<file path="src/rtl/regfile_pkg.sv">
// Shared constants and types for the register-file access sequencer.
// Command struct widths follow the default DATA_W/ADDR_W below.
package regfile_pkg;

    localparam int DATA_W = 8;
    localparam int ADDR_W = 3;

    typedef enum logic [2:0] {
        IDLE,
        RD,
        WR_SETUP,
        WR_STROBE,
        WR_HOLD
    } state_e;

    typedef enum logic {
        REQ_A,
        REQ_B
    } req_id_e;

    typedef struct packed {
        logic              write;
        logic [ADDR_W-1:0] addr;
        logic [DATA_W-1:0] wdata;
    } cmd_t;

    function automatic req_id_e other_req(input req_id_e id);
        return (id == REQ_A) ? REQ_B : REQ_A;
    endfunction

endpackage

</file>
<file path="src/rtl/rr_arbiter2.sv">
// Two-way round-robin arbiter. The priority pointer flips to the other side
// after every grant; grants are only issued while enabled.
module rr_arbiter2
    import regfile_pkg::*;
(
    input  logic clk,
    input  logic rst,
    input  logic i_en,
    input  logic i_valid_a,
    input  logic i_valid_b,
    output logic o_grant_a,
    output logic o_grant_b
);

    req_id_e r_ptr;

    always_comb begin
        o_grant_a = 1'b0;
        o_grant_b = 1'b0;
        if (i_en) begin
            if (i_valid_a && i_valid_b) begin
                o_grant_a = (r_ptr == REQ_A);
                o_grant_b = (r_ptr == REQ_B);
            end else begin
                o_grant_a = i_valid_a;
                o_grant_b = i_valid_b;
            end
        end
    end

    always_ff @(posedge clk or posedge rst) begin
        if (rst) begin
            r_ptr <= REQ_A;
        end else if (o_grant_a) begin
            r_ptr <= other_req(REQ_A);
        end else if (o_grant_b) begin
            r_ptr <= other_req(REQ_B);
        end
    end

endmodule

</file>
<file path="src/rtl/regfile_access_ctrl.sv">
// Arbitrates two requesters onto the register file ports and sequences the
// level-sensitive write strobe (setup, one-cycle enable, hold).
//
// state     | meaning
// IDLE      | arbitrate, accept one command
// RD        | read address presented, data captured at end of cycle
// WR_SETUP  | write address/data stable, enable low
// WR_STROBE | write enable high for one cycle
// WR_HOLD   | enable low, address/data held, response issued next
module regfile_access_ctrl #(
    parameter int DATA_W = regfile_pkg::DATA_W,
    parameter int ADDR_W = regfile_pkg::ADDR_W
) (
    input  logic              clk,
    input  logic              reset,
    input  logic              a_req_valid,
    output logic              a_req_ready,
    input  logic              a_req_write,
    input  logic [ADDR_W-1:0] a_req_addr,
    input  logic [DATA_W-1:0] a_req_wdata,
    output logic              a_rsp_valid,
    output logic [DATA_W-1:0] a_rsp_data,
    input  logic              b_req_valid,
    output logic              b_req_ready,
    input  logic              b_req_write,
    input  logic [ADDR_W-1:0] b_req_addr,
    input  logic [DATA_W-1:0] b_req_wdata,
    output logic              b_rsp_valid,
    output logic [DATA_W-1:0] b_rsp_data,
    output logic [ADDR_W-1:0] rf_write_addr,
    output logic [DATA_W-1:0] rf_write_data,
    output logic              rf_write_enable,
    output logic [ADDR_W-1:0] rf_read_addr,
    input  logic [DATA_W-1:0] rf_read_data,
    output logic              busy
);
    import regfile_pkg::*;

    state_e            r_state;
    state_e            w_state_nxt;
    cmd_t              r_cmd;
    cmd_t              w_cmd_in;
    req_id_e           r_owner;
    logic              r_we;
    logic              w_arb_en;
    logic              w_grant_a;
    logic              w_grant_b;
    logic              w_accept;
    logic              w_rsp_fire;
    logic [DATA_W-1:0] w_rsp_data;
    logic              r_a_rsp_valid;
    logic              r_b_rsp_valid;
    logic [DATA_W-1:0] r_a_rsp_data;
    logic [DATA_W-1:0] r_b_rsp_data;

    // Gating with reset keeps both readies low while reset is held.
    assign w_arb_en = (r_state == IDLE) && !reset;

    rr_arbiter2 u_arb (
        .clk       (clk),
        .rst       (reset),
        .i_en      (w_arb_en),
        .i_valid_a (a_req_valid),
        .i_valid_b (b_req_valid),
        .o_grant_a (w_grant_a),
        .o_grant_b (w_grant_b)
    );

    assign a_req_ready = w_grant_a;
    assign b_req_ready = w_grant_b;
    assign w_accept    = w_grant_a | w_grant_b;

    always_comb begin
        w_cmd_in       = '0;
        w_cmd_in.write = a_req_write;
        w_cmd_in.addr  = a_req_addr;
        w_cmd_in.wdata = a_req_wdata;
        if (w_grant_b) begin
            w_cmd_in.write = b_req_write;
            w_cmd_in.addr  = b_req_addr;
            w_cmd_in.wdata = b_req_wdata;
        end
    end

    always_comb begin
        w_state_nxt = r_state;
        case (r_state)
            IDLE: begin
                if (w_accept) begin
                    w_state_nxt = w_cmd_in.write ? WR_SETUP : RD;
                end
            end
            RD:        w_state_nxt = IDLE;
            WR_SETUP:  w_state_nxt = WR_STROBE;
            WR_STROBE: w_state_nxt = WR_HOLD;
            WR_HOLD:   w_state_nxt = IDLE;
            default:   w_state_nxt = IDLE;
        endcase
    end

    // Enable comes straight from a flop so the register file never sees a glitch.
    always_ff @(posedge clk or posedge reset) begin
        if (reset) begin
            r_state <= IDLE;
            r_we    <= 1'b0;
        end else begin
            r_state <= w_state_nxt;
            r_we    <= (w_state_nxt == WR_STROBE);
        end
    end

    always_ff @(posedge clk or posedge reset) begin
        if (reset) begin
            r_cmd   <= '0;
            r_owner <= REQ_A;
        end else if (w_accept) begin
            r_cmd   <= w_cmd_in;
            r_owner <= w_grant_b ? REQ_B : REQ_A;
        end
    end

    assign w_rsp_fire = (r_state == RD) || (r_state == WR_HOLD);
    assign w_rsp_data = r_cmd.write ? r_cmd.wdata : rf_read_data;

    always_ff @(posedge clk or posedge reset) begin
        if (reset) begin
            r_a_rsp_valid <= 1'b0;
            r_b_rsp_valid <= 1'b0;
            r_a_rsp_data  <= '0;
            r_b_rsp_data  <= '0;
        end else begin
            r_a_rsp_valid <= w_rsp_fire && (r_owner == REQ_A);
            r_b_rsp_valid <= w_rsp_fire && (r_owner == REQ_B);
            if (w_rsp_fire && (r_owner == REQ_A)) begin
                r_a_rsp_data <= w_rsp_data;
            end
            if (w_rsp_fire && (r_owner == REQ_B)) begin
                r_b_rsp_data <= w_rsp_data;
            end
        end
    end

    assign a_rsp_valid     = r_a_rsp_valid;
    assign a_rsp_data      = r_a_rsp_data;
    assign b_rsp_valid     = r_b_rsp_valid;
    assign b_rsp_data      = r_b_rsp_data;
    assign rf_write_addr   = r_cmd.addr;
    assign rf_write_data   = r_cmd.wdata;
    assign rf_write_enable = r_we;
    assign rf_read_addr    = r_cmd.addr;
    assign busy            = (r_state != IDLE);

endmodule
</file>
<file path="config.mk">
export PLATFORM = sky130hd
export DESIGN_NAME = regfile_access_ctrl
export DESIGN_NICKNAME = d
export VERILOG_FILES = /design/src/rtl/regfile_pkg.sv /design/src/rtl/rr_arbiter2.sv /design/src/rtl/regfile_access_ctrl.sv
export SDC_FILE = /design/constraint.sdc
export NUM_CORES = 1
export LEC_CHECK = 0
export CORE_MARGIN = 5
export CORE_UTILIZATION = 44
export CTS_BUF_LIST = sky130_fd_sc_hd__clkbuf_4
export DETAILED_ROUTE_END_ITERATION = 8
export PLACE_DENSITY = 0.92
export SETUP_SLACK_MARGIN = 0.4
export SLEW_MARGIN = 5
export SYNTH_ARGS = -nofsm -noshare
export SYNTH_HDL_FRONTEND = slang
export SYNTH_SLANG_ARGS = --single-unit
</file>
<file path="constraint.sdc">
create_clock -name clk -period 2 [get_ports clk]
set_input_delay 0.6 -clock clk [delete_from_list [all_inputs] [get_ports clk]]
set_output_delay 0.6 -clock clk [all_outputs]
set_load 0.03 [all_outputs]
</file>
==> flow_metrics.py <==
metrics = {
    "critical_path": {
        "required_ns": 1.40,
        "r2r_slack_ns": 0.08,
        "crit_fanout": 2,
        "worst_ep_arrival_time_ns": 1.75,
        "cp-start-kind": "register",
        "cp-end-kind": "output port",
        "path_class": "register to output port",
        "r2r_start": "r_state[1]",
        "rr_worst_depth": 9,
        "reg2reg_to": "r_cmd[11]",
    },
    "logic_synthesis": {
        "ys_top_cells_by_area": "dfrtp_1 (52%), mux2i_1 (12%), buf_4 (7.0%)",
        "ys_async_sr_fraction_pct": 100,
        "synth_ff_type": "dfrtp_1",
        "synthesis.nets": 191,
        "syn_avg_cell_area_um2": 11.1,
        "yosysWarnings": 0,
        "synth_edf_count": 0,
        "yosys.area.top_type": "dfrtp_1",
        "synth_cell_types": 24,
        "netlist_instances": 155,
        "synth_seq_area_share_pct": 52.4,
        "yosysMostFrequentCell": "dfrtp_1",
        "synth_top_area_share_pct": 52.4,
        "ys_top_cells_by_count": "dfrtp_1 (36), nor2_1 (25), a21oi_1 (23)",
        "ys_seq_elements": 36,
        "synth_area_um2": 1720,
    },
    "pwr": {
        "p_leak_nw": 1.28,
        "power.density_nw_per_um2": 1650,
        "peakVddDrop_mv": 0.753,
    },
    "timing": {
        "max_freq_mhz": 426,
        "worst_slack_ns": -0.347,
        "skew_ns": 0.0146,
        "setup_viol": 3,
        "rsz0062_at_grt": "true",
        "maxSlewHeadroom_pct": 63.0,
        "min_period_over_period_pct": 117,
        "finalHoldViolations": 0,
        "tightestPinTransition_ns": 0.554,
        "timing.setup.tns_ns": -0.670,
        "slew_viol_final": 0,
        "finalCriticalPeriod_ns": 2.35,
    },
    "final_layout": {
        "finalInstanceArea_um2": 2830,
        "antenna_cells": 0,
        "synthToLayoutAreaGrowth_pct": 65.0,
        "multiInputGateArea_um2": 787,
        "post_route_cells_drive_above_1_share_pct": 48.2,
        "final_nets": 288,
        "seqCellArea_um2": 901,
        "fillers": 240,
    },
    "job": {
        "max-cap-violations": 0,
    },
    "detailed_routing": {
        "drt-total-wl_um": 5050,
        "ant_nets": 0,
        "vias": 1514,
        "wl_met1_um": 1810,
        "wl_met2_um": 2780,
        "top_layer": "met4",
        "vias_per_cell": 5.03,
        "wl_per_cell_um": 16.8,
        "detail_route.first_pass.iterations": 5,
        "drt_iter0_drc": 75,
        "wl_met3_um": 364,
        "drc_errors": 0,
    },
    "min_path": {
        "hold_class": "input port to asynchronous set/reset pin",
    },
    "global_routing": {
        "grt_pass1_vias": 1506,
        "grt_first_pass_wirelength_um": 7400,
        "grt_start_max_net_pins": 33,
        "antenna_found_initial": 0,
        "track_usage_pct": 19.2,
        "grt-ovfl-total": 0,
    },
    "floorplanning": {
        "die_area_um2": 5250,
        "num_rows": 22,
        "start_util_pct": 46.2,
        "io_pins": 72,
        "dieHeight_um": 72.5,
        "core_area_um2": 3720,
        "die_w_um": 72.5,
    },
    "placed_design": {
        "dp.final_hpwl_um": 3430,
        "gp_congestion": 0.809,
        "portBuffers": 71,
        "placed_area_um2": 2540,
        "dpl_worst_slack_ns": -0.357,
    },
    "clock_tree": {
        "cts_root_buf": "clkbuf_4",
        "ctsHoldBuffers": 0,
        "cts_made_buffers": 5,
        "cts_max_path_buffers": 2,
        "cts_tree": "done",
        "clkSlewWorstSetupHoldPaths_ns": 0.11,
        "cts-htree-levels": 2,
        "cts.sinks": 36,
        "clk-insertion-delay-late_ns": 0.37,
    },
    "status": {
        "status": "finished with violations",
        "violations": "negative setup slack",
    },
}
-- through the flow --
stage               power [W]  utilization, %  hold WS (ns)  std cells
global placement      0.00368            68.2         0.500        274
CTS                   0.00433            71.6         0.412        293
detailed placement    0.00379            68.2         0.517        274
global route          0.00490            76.3         0.419        301
finish                0.00467            76.3         0.395        301
floorplan             0.00296               -         0.480        155
-- cell type report --
type,instances,area share (%)
clock buffer,6,1.59
tap,48,2.12
clock inverter,2,1.24
sequential,36,31.8
inverter,3,0.574
multi-input combinational,96,27.8
timing repair buffer,110,34.9
-- worst max-delay path: stages, from the launching register on --
cell,delay [ns]
dfrtp_1,0.41
or3_4,0.40
buf_6,0.13
nor2_4,0.09
nand2_2,0.09
a21oi_4,0.12
buf_6,0.14
-- cells in the final DEF, fill, tap and decap left out, types with 2 or more instances in the layout --
master / synthesis / routed
nor2_1: 25 / 18
a21oi_1: 23 / 17
clkdlybuf4s50_1: 0 / 33
mux2i_1: 20 / 17
buf_6: 2 / 10
dfrtp_1: 36 / 36
buf_16: 0 / 2
buf_4: 16 / 31
nor2_4: 0 / 11
clkbuf_4: 0 / 10
mux2i_2: 0 / 2
nor2_2: 7 / 3
buf_2: 0 / 23
inv_1: 3 / 2
buf_12: 0 / 4
a21oi_2: 7 / 12
-- state kept, by name, summed over array words and instances, names as in the netlist --
| register | count |
|---|---|
| rf_write_enable | 1 |
| a_rsp_data | 8 |
| u_arb.r_ptr | 1 |
| r_state | 3 |
| rf_write_data | 8 |
| b_rsp_data | 8 |
| rf_read_addr | 3 |
| a_rsp_valid | 1 |
| b_rsp_valid | 1 |
| r_owner | 1 |
| r_cmd | 1 |
-- power breakdown --
group / total [W] / switching, W / leakage, nW / internal, W
sequential: 0.00134 / 0.000287 / 0.402 / 0.00105
clock: 0.000538 / 0.000262 / 0.0456 / 0.000275
combinational: 0.00279 / 0.00156 / 0.832 / 0.00123
total: 0.00467 / 0.00211 / 1.28 / 0.00256
-- how the worst max path moves through the flow --
stage / start / to / slack, ns / depth (start not counted)
after floorplan: r_state[0] / a_req_ready / 0.11 / 4
after global placement: reset / b_req_ready / -0.32 / 4
after detailed placement: reset / b_req_ready / -0.36 / 4
after CTS: r_state[0] / a_req_ready / -0.30 / 6
after global routing: r_state[0] / a_req_ready / -0.39 / 6
final: r_state[0] / a_req_ready / -0.35 / 6
-- metal layers --
metal,vias to the layer above,GRT usage (%)
met5,-,0
met4,0,11.9
met3,7,4.99
met2,59,34.1
met1,736,20.1
li1,712,-
-- kinds of logic after synthesis --
family                    synth area share, %
DFF                                      52.4
buffers and inverters                    10.6
AOI/OAI and AO/OA                        12.3
xor gates and xnor gates                0.510
muxes                                    11.7
and+or+nand+nor                          12.5
-- what timing repair did --
item | 4_1_cts | 5_1_grt
pin swaps | 10 | 4
gates resized for setup | 187 | 45
gates cloned | 2 | 0
endpoints found under the setup margin | 59 | 30
buffers inserted | 9 | 8
Power figures use the tool's default switching activity.
